## src/rtl/gmii_pkg.sv

```systemverilog
// rtl/gmii_pkg.sv - shared types and constants for the GMII receive MAC
// Contents: rx_state_t FSM encoding, preamble/SFD bytes, CRC32 constants,
//           rx_status_t per-frame status word {crc_err, len_err, phy_err}.
package gmii_pkg;

    typedef enum logic [1:0] {
        DROP = 2'd0,
        IDLE = 2'd1,
        PRE  = 2'd2,
        PAY  = 2'd3
    } rx_state_t;

    localparam logic [7:0]  PREAMBLE    = 8'h55;
    localparam logic [7:0]  SFD         = 8'hD5;
    localparam logic [31:0] CRC_INIT    = 32'hFFFF_FFFF;
    localparam logic [31:0] CRC_POLY    = 32'hEDB8_8320;
    localparam logic [31:0] CRC_RESIDUE = 32'hDEBB_20E3;

    typedef struct packed {
        logic crc_err;
        logic len_err;
        logic phy_err;
    } rx_status_t;

endpackage

```

## src/rtl/eth_crc32_d8.sv

```systemverilog
// rtl/eth_crc32_d8.sv - combinational Ethernet CRC32 update for one byte
// Ports: crc (current register), data (byte, bit 0 enters first),
//        crc_next (register after the byte). Reflected form, no inversion.
module eth_crc32_d8
    import gmii_pkg::*;
(
    input  logic [31:0] crc,
    input  logic [7:0]  data,
    output logic [31:0] crc_next
);

    always_comb begin
        crc_next = crc;
        for (int i = 0; i < 8; i++) begin
            crc_next = (crc_next >> 1) ^ (CRC_POLY & {32{crc_next[0] ^ data[i]}});
        end
    end

endmodule

```

## src/rtl/gmii_rx_mac.sv

```systemverilog
// rtl/gmii_rx_mac.sv - GMII receive framer: strips preamble/SFD/FCS, checks CRC and length
// Ports: clk, arst (async, active-high); rxd/rxdv/rxer from the PHY;
//        m_data/m_valid/m_sof/m_eof/m_status payload stream (no backpressure).
// Optional: define GMII_RX_STATS_EN to add stat_frames/stat_crc_err/stat_len_err.
module gmii_rx_mac
    import gmii_pkg::*;
#(
    parameter int MIN_FRAME = 64,
    parameter int MAX_FRAME = 1518
) (
    input  logic        clk,
    input  logic        arst,
    input  logic [7:0]  rxd,
    input  logic        rxdv,
    input  logic        rxer,
    output logic [7:0]  m_data,
    output logic        m_valid,
    output logic        m_sof,
    output logic        m_eof,
    output logic [2:0]  m_status
`ifdef GMII_RX_STATS_EN
    ,
    output logic [31:0] stat_frames,
    output logic [31:0] stat_crc_err,
    output logic [31:0] stat_len_err
`endif
);

    localparam int CW = $clog2(MAX_FRAME + 2);
    localparam logic [CW-1:0] N_MIN  = CW'(MIN_FRAME);
    localparam logic [CW-1:0] N_MAX  = CW'(MAX_FRAME);
    localparam logic [CW-1:0] N_HELD = CW'(5);

    rx_state_t       state;
    logic [31:0]     crc;
    logic [31:0]     crc_next;
    logic [4:0][7:0] dl;        // dl[0] newest, dl[4] oldest
    logic [CW-1:0]   cnt;
    logic            phy_seen;
    logic            sof_pend;

    // Emission stage; the extra register after the delay line sets the 6-clk latency.
    logic            e_valid;
    logic            e_sof;
    logic            e_eof;
    logic [7:0]      e_data;
    rx_status_t      e_status;
`ifdef GMII_RX_STATS_EN
    logic            e_runt;
`endif

    eth_crc32_d8 u_crc (
        .crc      (crc),
        .data     (rxd),
        .crc_next (crc_next)
    );

    always_ff @(posedge clk or posedge arst) begin
        if (arst) begin
            state    <= DROP;
            crc      <= CRC_INIT;
            dl       <= '0;
            cnt      <= '0;
            phy_seen <= 1'b0;
            sof_pend <= 1'b0;
            e_valid  <= 1'b0;
            e_sof    <= 1'b0;
            e_eof    <= 1'b0;
            e_data   <= '0;
            e_status <= '0;
`ifdef GMII_RX_STATS_EN
            e_runt   <= 1'b0;
`endif
        end else begin
            e_valid  <= 1'b0;
            e_sof    <= 1'b0;
            e_eof    <= 1'b0;
            e_data   <= '0;
            e_status <= '0;
`ifdef GMII_RX_STATS_EN
            e_runt   <= 1'b0;
`endif
            case (state)
                DROP: begin
                    if (!rxdv) state <= IDLE;
                end
                IDLE, PRE: begin
                    if (!rxdv) begin
                        state <= IDLE;
                    end else if (state == PRE && rxer) begin
                        state <= DROP;
                    end else if (rxd == SFD) begin
                        state    <= PAY;
                        crc      <= CRC_INIT;
                        cnt      <= '0;
                        phy_seen <= 1'b0;
                        sof_pend <= 1'b1;
                    end else if (rxd == PREAMBLE) begin
                        state <= PRE;
                    end else begin
                        state <= DROP;
                    end
                end
                PAY: begin
                    if (rxdv) begin
                        crc      <= crc_next;
                        dl       <= {dl[3:0], rxd};
                        phy_seen <= phy_seen | rxer;
                        if (cnt != N_MAX + 1'b1) cnt <= cnt + 1'b1;
                        if (cnt >= N_HELD) begin
                            e_valid  <= 1'b1;
                            e_data   <= dl[4];
                            e_sof    <= sof_pend;
                            sof_pend <= 1'b0;
                            // This byte makes the frame MAX_FRAME+1 long: close it as oversize.
                            if (cnt == N_MAX) begin
                                e_eof    <= 1'b1;
                                e_status <= rx_status_t'{crc_err: 1'b0, len_err: 1'b1,
                                                         phy_err: phy_seen | rxer};
                                state    <= DROP;
                            end
                        end
                    end else begin
                        state <= IDLE;
                        if (cnt >= N_HELD) begin
                            // dl[4] is the last data byte; dl[3:0] are the FCS.
                            e_valid  <= 1'b1;
                            e_data   <= dl[4];
                            e_sof    <= sof_pend;
                            e_eof    <= 1'b1;
                            e_status <= rx_status_t'{crc_err: crc != CRC_RESIDUE,
                                                     len_err: cnt < N_MIN,
                                                     phy_err: phy_seen};
                        end else begin
`ifdef GMII_RX_STATS_EN
                            e_runt <= 1'b1;
`endif
                        end
                    end
                end
                default: state <= DROP;
            endcase
        end
    end

    always_ff @(posedge clk or posedge arst) begin
        if (arst) begin
            m_data   <= '0;
            m_valid  <= 1'b0;
            m_sof    <= 1'b0;
            m_eof    <= 1'b0;
            m_status <= '0;
        end else begin
            m_data   <= e_data;
            m_valid  <= e_valid;
            m_sof    <= e_sof;
            m_eof    <= e_eof;
            m_status <= e_status;
        end
    end

`ifdef GMII_RX_STATS_EN
    always_ff @(posedge clk or posedge arst) begin
        if (arst) begin
            stat_frames  <= '0;
            stat_crc_err <= '0;
            stat_len_err <= '0;
        end else begin
            if (e_valid && e_eof) begin
                stat_frames <= stat_frames + 1'b1;
                if (e_status.crc_err) stat_crc_err <= stat_crc_err + 1'b1;
            end
            if ((e_valid && e_eof && e_status.len_err) || e_runt)
                stat_len_err <= stat_len_err + 1'b1;
        end
    end
`endif

endmodule
```

## config.mk

```make
export PLATFORM = sky130hd
export DESIGN_NAME = gmii_rx_mac
export DESIGN_NICKNAME = d
export VERILOG_FILES = /design/src/rtl/gmii_pkg.sv /design/src/rtl/eth_crc32_d8.sv /design/src/rtl/gmii_rx_mac.sv
export SDC_FILE = /design/constraint.sdc
export NUM_CORES = 1
export LEC_CHECK = 0
export ABC_AREA = 1
export BUFFER_PORTS_ARGS = -buffer_cell sky130_fd_sc_hd__buf_4
export CORE_ASPECT_RATIO = 1.1
export CORE_UTILIZATION = 40
export DETAILED_ROUTE_END_ITERATION = 8
export PLACE_DENSITY = 0.54
export SKIP_LAST_GASP = 1
export SLEW_MARGIN = 20
export SYNTH_ARGS = -nofsm -noshare
export SYNTH_HDL_FRONTEND = slang
export SYNTH_SLANG_ARGS = --single-unit
```

## constraint.sdc

```tcl
create_clock -name clk -period 4.3 [get_ports clk]
set_clock_uncertainty 0.15 [all_clocks]
set_input_delay 0.43 -clock clk [delete_from_list [all_inputs] [get_ports clk]]
set_output_delay 0.43 -clock clk [all_outputs]
set_load 0.02 [all_outputs]
```

; Word level (Yosys, flattened, before mapping)
; Cells that the tools add are included.
[word_totals]
reg_bits = 115
input_bits = 12
out_inout_bits = 14
elab_cells = 114
[classes]
n_addsub = 1
magnitude_cmp = 2
n_eq_ne = 17
mux = 46
n_bitwise = 17
reduce_logical = 9
[op_table]
columns = cell, count
row1 = $xor A31 B32 Y32, 8
row2 = $mux W32, 4
row3 = $pmux W32 S2, 1
row4 = $mux W11, 5
row5 = $ne A32 B32 Y1 const B, 1
row6 = $pmux W11 S2, 1
row7 = $mux W2, 10
row8 = $mux W1, 17
row9 = $mux W8, 2
row10 = $ne A2 B2 Y1 const B, 7
row11 = $reduce_and A6 Y1, 2
row12 = $add A11 B1 Y11 const B, 1
row13 = $eq A11 B11 Y1 const B, 1
row14 = $ge A11 B3 Y1 const B, 1
row15 = $lt A11 B7 Y1 const B, 1
row16 = $ne A11 B11 Y1 const B, 1
row17 = $mux W3, 3
row18 = $eq A8 B7 Y1 const B, 1
row19 = $eq A8 B8 Y1 const B, 1
row20 = $xor A1 B1 Y1, 8
row21 = $ne A3 B3 Y1 const B, 2
row22 = $pmux W2 S3, 1
row23 = $reduce_and A5 Y1, 1
row24 = $eq A2 B2 Y1 const B, 2
row25 = 9 further kinds, 10

; Logic depth before layout (Yosys ltp)
; Gate-level depths: netlist of the first run.
[depth]
word_depth = 18
ltp_mapped = 13
ltp_nobuf = 13

; Cells and area by module
; Synthesis of the first run repeated with hierarchy kept, for this count alone.
[unflattened]
cells_unflattened = 786
hier_area_um2 = 6271.0
[modules_own_cells]
columns = mod, instances, cells_each, area_each_um2, seq_area_each_um2
row1 = gmii_rx_mac, 1, 573, 4997.3, 2917.8
row2 = eth_crc32_d8, 1, 213, 1273.7, 0.0

; Worst setup path before layout of the first run
; Ideal clock, no wire load.
[synth_path]
kind = register to register
from = register state[0]
to = register cnt[8]
setup_ns = 0.126
arrival_ns = 1.418
required_ns = 4.024
path_slack_ns = 2.605
stages_incl_launch_ff = 11
path_buffers = 1
period_less_slack_ns = 1.695
path_cell_list = dfrtp_1 -> inv_1 -> ha_1 -> nand2_1 -> nand4_1 -> nor2_2 -> o21ai_4 -> nor2_2 -> buf_2 -> nand2_1 -> o21ai_0
[synth_between]
elab_chain_cells = 4
word_cells_on_any_way = 13
classes_between = eq/ne (8) / mux (1) / reduce/logical (4)
[synth_rtl]
columns = item, line
row1 = from (decl), gmii_rx_mac.sv:34  ; rx_state_t state;
row2 = from (signal assigned), gmii_rx_mac.sv:60  ; state <= DROP;
row3 = from (signal assigned), gmii_rx_mac.sv:85  ; if (!rxdv) state <= IDLE;
row4 = from (signal assigned), gmii_rx_mac.sv:89  ; state <= IDLE;
row5 = $eq A2 B2 Y1 or $eq A2 B1 Y1 (tied branches), "gmii_rx_mac.sv:83, gmii_rx_mac.sv:90"
row6 = $reduce_or A2 Y1 or $logic_and A1 B1 Y1 (tied branches), "gmii_rx_mac.sv:83, gmii_rx_mac.sv:90"
row7 = $ne A2 B2 Y1 (no source line) or $reduce_bool A2 Y1 (tied branches), --
row8 = $reduce_and A6 Y1 (no source line), --
row9 = to (signal assigned), gmii_rx_mac.sv:109  ; if (cnt != N_MAX + 1'b1) cnt <= cnt + 1'b1;
row10 = to (decl), gmii_rx_mac.sv:38  ; logic [CW-1:0] cnt;
; Several ways; a longest one is shown, not always the timed one.
; A chain may end at the register's enable or synchronous reset.

; Worst setup path in the final report of the first run
[layout_path]
from = register state[1]
to = register crc[24]
[layout_between]
elab_chain_cells = 4
word_cells_on_any_way = 12
classes_between = eq/ne (7) / mux (1) / reduce/logical (4)
[layout_rtl]
columns = item, line
row1 = $eq A2 B2 Y1 or $eq A2 B1 Y1 (tied branches), "gmii_rx_mac.sv:83, gmii_rx_mac.sv:90"
row2 = $reduce_or A2 Y1 or $logic_and A1 B1 Y1 (tied branches), "gmii_rx_mac.sv:83, gmii_rx_mac.sv:90"
row3 = $ne A2 B2 Y1 (no source line) or $reduce_bool A2 Y1 (tied branches), --
row4 = $reduce_and A5 Y1 (no source line), --
row5 = to (signal assigned), gmii_rx_mac.sv:106  ; crc <= crc_next;
row6 = to (decl), gmii_rx_mac.sv:35  ; logic [31:0] crc;
; Several ways; a longest one is shown, not always the timed one.

==> results.md, run 1 <==
- P_leak: 3.49 nW
- Row count: 46
- Critical path capture point type: flop
- Core area: 0.0144 mm2
- Synthesized Nets: 762
- Delay-heaviest family, CP: simple AND/OR/NAND/NOR gates
- Worst path cell trace: ha_1 -> clkinv_1 -> nor2_4 -> nand3_1 -> nand2_1 -> inv_1
- Status: completed
- Drc violations: 0
- Worst vdd ir: 0.223 mV
- Max Freq: 0.386 GHz
- DR WL/cell: 14.2 um
- Slew Viols, Final: 0
- GRT Total Usage: 19.3%
- Initial core utilization: 40.9%
- # Max-Cap Violations: 0
- Layout net count: 790
- Synth area leader: dfrtp_1
- CTS root buf: clkbuf_16
- Placer Congestion: 0.878
- Crit-path max cell delay: 0.73 ns
- Post-DRT Antenna Nets: 0
- Cell count after synthesis: 743
- # placed instances: 944
- Crit path DAT: 2.80 ns
- Drt first pass iters: 5
- Tot Pwr: 3.33 mW
- Final Critical Period: 2.59 ns
- Area growth, synth to finish: 16.5%
- Sequential element share of the synthesized area: 49.5%
- Syn Area/Cell: 7.93 um2
- Synth top area cells: dfrtp_1 35%, nand2_1 17%, dfstp_2 14%
- Chip width: 118 um
- Clock Sinks: 115
- TritonCTS Buffers: 17
- First-pass GRT wire length: 22.5 mm
- Min-Delay Path Class: input port to async pin
- Worst-margin pin slew: 0.960 ns
- Initial antenna violation count: 0
- # setup viols final: 0
- Slowest CP cell: nor2_4
- Max FO, Critical Path: 24
- RSZ-0062 raised after global routing: no
- GRT overflow: 0
- CP Buf/Inv Count: 2
- Routed WL: 13.9 mm
- Ys flop type: dfrtp_1
- Final Hold Violating Endpoints: 0
- Power per cell area: 485 mW/mm2
- Register area: 0.00292 mm2
- CTS resizes: 0
- Clk buf depth: 2
- R2r worst-path depth: 6
- Setup Buffers After CTS: 0
- Synth warnings: 0
- Detailed placer's ending HPWL: 9.43 mm
- Vias in the first global route: 4,390
- Finished Layout Cells: 976
- Worst path depth: 6
- Slew headroom: 36.0%
- H-tree levels: 4
- Layout cell share with drive strength beyond 1: 14.4%
- Via count: 4,796
- Setup_tns: 0 ns
- Largest net degree at the start of global routing: 79
- I/O Buffers: 25
- Die height: 129 um
- Crit Path Class: flop to flop
- Area of the multi-input gates: 0.00255 mm2
- CTS tree: yes
- Critical Path RT: 4.50 ns
- Antenna cells: 0
- Hold-fix buffers, CTS: 0
- Clock slew at reported path FFs: 0.06 ns
- Final period util: 60.3%
- Crit start category: flop
- Routed vias/inst: 4.91
- Post-synth top area share: 35.3%
- Synth unique cells: 38
- Register bit total from synthesis: 115
- Synthesized area: 0.00589 mm2
- Async set-or-reset flop fraction in the synthesized netlist: 100%
- EDFF count, synth: 0
- I/O pin total: 26
- Fillers: 1,446
- Skew-Pair Late Insertion Delay: 0.42 ns
- Die Area: 0.0152 mm2
- DR iter-0 viols: 308
## cells in the mapped netlist (8+ instances only)
cell type  number
dfstp_2        32
nand4_1         8
xor2_1         37
inv_1          82
o21ai_1         8
nand3_1        45
clkbuf_1        8
dfrtp_1        83
o21ai_0        51
nor3_1         10
nor2_1         43
nand2_1       267
a22oi_1         9
## through the flow
stage / setup slack, ns / hold WS [ns] / utilization [%] / instance area (um2)
finish: 1.71 / 0.0630 / 47.7 / 6860
floorplan: 0.729 / 0.181 / - / 5890
CTS: 1.71 / 0.124 / 47.7 / 6860
global placement: 1.69 / 0.183 / 43.4 / 6240
detailed placement: 1.71 / 0.186 / 43.4 / 6240
global route: 1.52 / 0.128 / 47.7 / 6860
## final timing paths
| check | from | slack, ns | end |
|---|---|---|---|
| setup / recovery | state[1] | 1.71 | crc[24] |
| hold / removal | arst | 0.06 | m_sof |
| setup reg to reg | state[1] | 1.71 | crc[24] |
| hold reg to reg | e_data[2] | 0.20 | m_data[2] |
| max in group asynchronous | arst | 2.98 | crc[4] |
| min in group clk | rxd[7] | 0.13 | dl[7] |
## registers in the layout, summed over array words and instances, names as in the netlist
register and flops:
phy_seen 1, e_status 3, e_data 8, m_status 3, m_data 8, e_valid 1
cnt 11, e_sof 1, m_eof 1, e_eof 1, m_sof 1, state 2
sof_pend 1, crc 32, m_valid 1, dl 40
## report_power, final
part	leakage (nW)	switching, mW	internal (mW)	total, mW
logic	1.80	0.400	0.182	0.582
registers	1.41	0.0775	1.19	1.27
clock network	0.291	0.541	0.935	1.48
total	3.49	1.02	2.31	3.33
## routing by layer
layer / share of wire, % / GRT usage (%)
met1: 45 / 24.3
met2: 48 / 30.9
met3: 4.6 / 4.71
met4: 2.8 / 9.80
met5: 0 / 0
## layout by cell type, fill, tap and decap left out, drive strengths merged
master / count
buf: 29
o22ai: 1
clkbuf: 19
dfstp: 32
dfrtp: 83
xor2: 38
nor4: 3
a22oi: 9
inv: 88
clkinvlp: 3
xnor2: 3
a31oi: 3
nand4: 8
ha: 7
nor3b: 1
a21oi: 8
and3: 1
o21ai: 60
nor3: 10
nand2: 274
or2: 2
bufinv: 3
nand3: 46
clkinv: 4
a21boi: 2
nor2: 47
## cell type report
class	count	share of cell area [%]
clock buffer	19	6.46
clock inverter	13	2.53
inverter	85	4.69
multi-input combinational	523	37.1
sequential	115	42.5
tap	192	3.50
timing repair buffer	29	3.17
## kinds of logic (layout without fill, tap and decap cells)
group | count (synthesis) | after routing | share of synthesized area [%]
flip-flops | 115 | 115 | 49.5
AND/OR/NAND/NOR | 392 | 392 | 27.5
adder cells (fa/ha/maj) | 7 | 7 | 1.49
buffers and inverters | 105 | 146 | 7.22
XOR/XNOR | 41 | 41 | 6.35
AO/OA/AOI/OAI | 83 | 83 | 7.86
No activity file was read; power rests on OpenSTA's default activity.
==> inputs of run 2 (changes only) <==
- ABC_AREA: 1 -> 0
- clock period: 4.3 -> 2.6 ns (I/O delays scaled with it)
==> run 2 against run 1 <==
Non-clock buffer count is 22 higher. Die area down 6.8%. Utilization grew 2.7 points. Sequential power rose by 59%. Via count down 30%. Sequential share of layout area is 1.1 points higher. Synthesized cell count shrank 46%. Register-to-register slack worse by 1.4 ns. First-iteration DRC count decreased by 45%. Design area down 2.5%. Global-route usage is 1.8 points lower. Wire length is 19% lower. Critical path type is now input port to flop. Critical endpoint is now cnt[4]. Largest cell class unchanged. Highest routed layer unchanged.
==> results.md, run 2 <==
- Initial core utilization: 41.3%
- Via count: 3,370
- Routed WL: 11.3 mm
- Synth area leader: dfrtp_1
- Worst hold endpoint: state[0]
- Placer Congestion: 0.804
- Detailed placer's ending HPWL: 7.71 mm
- Clock slew at reported path FFs: 0.06 ns
- # Max-Cap Violations: 0
- Setup Buffers After CTS: 0
- Final Hold Violating Endpoints: 0
- H-tree levels: 4
- Slew Viols, Final: 0
- Max reg flops: 40
- Largest registers: dl (40), crc (32), cnt (11)
- I/O pin total: 26
- Delay-heaviest family, CP: simple AND/OR/NAND/NOR gates
- # placed instances: 610
- Power per cell area: 819 mW/mm2
- Synth unique cells: 50
- Max Freq: 0.431 GHz
- Chip width: 114 um
- Status: completed
- Antenna cells: 0
- Worst Setup SP: rxd[5]
- Drc violations: 0
- Synthesized area: 0.00548 mm2
- Clk buf depth: 2
- GRT Total Usage: 17.4%
- Min-Delay Path Class: input port to flop
- Skew-Pair Late Insertion Delay: 0.41 ns
- CTS tree: yes
- Fillers: 1,168
- Core area: 0.0133 mm2
- Post-synth top area share: 37.9%
- DR WL/cell: 17.3 um
- Initial antenna violation count: 0
- Placed Area: 0.00601 mm2
- P_leak: 3.12 nW
- Area growth, synth to finish: 22.0%
- GRT overflow: 0
- Largest Register: dl
- Critical path capture point type: flop
- Clock Sinks: 115
- Setup_tns: 0 ns
- RSZ-0062 raised after global routing: no
- Final Critical Period: 2.32 ns
- Critical Path RT: 2.80 ns
- EDFF count, synth: 0
- Max FO, Critical Path: 21
- Synthesized Nets: 420
- Row count: 44
- I/O Buffers: 25
- # setup viols final: 0
- Most frequent cells in the layout: 83 x dfrtp_1, 40 x mux2_2, 37 x buf_4, 32 x dfstp_2, 24 x xnor2_1
- Layout cell share with drive strength beyond 1: 34.0%
- Drt first pass iters: 4
- Sequential element share of the synthesized area: 53.2%
- Worst path depth: 7
- Ys flop type: dfrtp_1
- Worst-margin pin slew: 0.684 ns
- CP Buf/Inv Count: 3
- TritonCTS Buffers: 17
- R2r worst-path depth: 7
- Die Area: 0.0142 mm2
- Crit path DAT: 2.52 ns
- Slew headroom: 54.2%
- Reg2Reg Launch Point: state[0]
- CTS root buf: clkbuf_16
- Register area: 0.00292 mm2
- Worst vdd ir: 0.393 mV
- Register bit total from synthesis: 115
- DR iter-0 viols: 168
- Slowest CP cell: or4_4
- Crit Path Class: input port to flop
- Synth top area cells: dfrtp_1 38%, dfstp_2 15%, mux2_2 8.2%
- Commonest non-fill, non-tap cell in the layout: dfrtp_1
- Finished Layout Cells: 652
- Crit start category: input port
- Design area: 0.00669 mm2
- Post-synth top cells: 83 x dfrtp_1, 40 x mux2_2, 32 x dfstp_2
- Final period util: 89.1%
- Worst R2R End: cnt[4]
- Hold_sp: rxdv
- Routed vias/inst: 5.17
- Cell count after synthesis: 401
- Tot Pwr: 5.48 mW
- Crit-path max cell delay: 0.68 ns
- Async set-or-reset flop fraction in the synthesized netlist: 100%
- Die height: 125 um
- Worst path cell trace: dlygate4sd3_1 -> buf_4 -> nand4b_1 -> or4_4 -> a21oi_2 -> buf_12 -> a32o_1
- Syn Area/Cell: 13.7 um2
- Area of the multi-input gates: 0.00246 mm2
- Post-DRT Antenna Nets: 0
- Vias in the first global route: 3,446
- First-pass GRT wire length: 18.7 mm
- Most common cell in the netlist: dfrtp_1
- Hold depth: 3
- Layout net count: 474
- R2R Setup Slk: 0.33 ns
- Largest net degree at the start of global routing: 39
- Synth warnings: 0
## run 2: worst max path at each step
stage                    to  slack (ns)
floorplan            cnt[3]        0.43
global placement     cnt[4]        0.24
detailed placement   cnt[4]        0.21
CTS                  cnt[4]        0.14
global route        crc[28]        0.16
finish               cnt[4]        0.28
## run 2: worst min-delay path, stage by stage
cell	delay, ns
buf_4	0.15
o21ai_0	0.17
mux2i_1	0.11
## run 2: cell families after synthesis
family | count (synthesis) | synth area share, %
simple gates | 78 | 8.26
mux | 43 | 8.76
xor+xnor | 61 | 16.1
flops | 115 | 53.2
compound gates | 70 | 10.0
buf+inv | 27 | 2.03
fa+ha+maj | 7 | 1.60
## run 2: metal layers
layer | vias up | global-route usage (%) | wire length (um)
met1 | 1692 | 22.8 | 5120
met4 | 0 | 6.04 | 145
met5 | - | 0 | 0
met3 | 16 | 4.23 | 410
met2 | 73 | 28.1 | 5610
li1 | 1589 | - | -
## run 2: power breakdown
part	total (mW)	switching, mW	internal (mW)
Clock	2.27	0.901	1.37
Sequential	2.02	0.0921	1.93
Combinational	1.19	0.512	0.681
## run 2: what timing repair did
action	in CTS	in global routing
endpoints found under the setup margin	0	1
resized for setup	0	1
hold buffers	10	0
hold endpoints to repair	30	0
## run 2: final cells by class
cell class	count	share of cell area, %
Timing Repair Buffer	51	6.84
Tap cell	184	3.44
Clock inverter	14	2.11
Multi-Input combinational cell	259	36.7
Sequential cell	115	43.6
Inverter	11	0.673
Clock buffer	18	6.56
## run 2: through the flow
step	setup slack (ns)	utilization [%]	hold WS, ns
floorplan	0.433	-	0.181
global placement	0.239	45.3	0.182
detailed placement	0.214	45.3	0.185
CTS	0.141	50.4	0.145
global route	0.157	50.4	0.181
finish	0.282	50.4	0.169
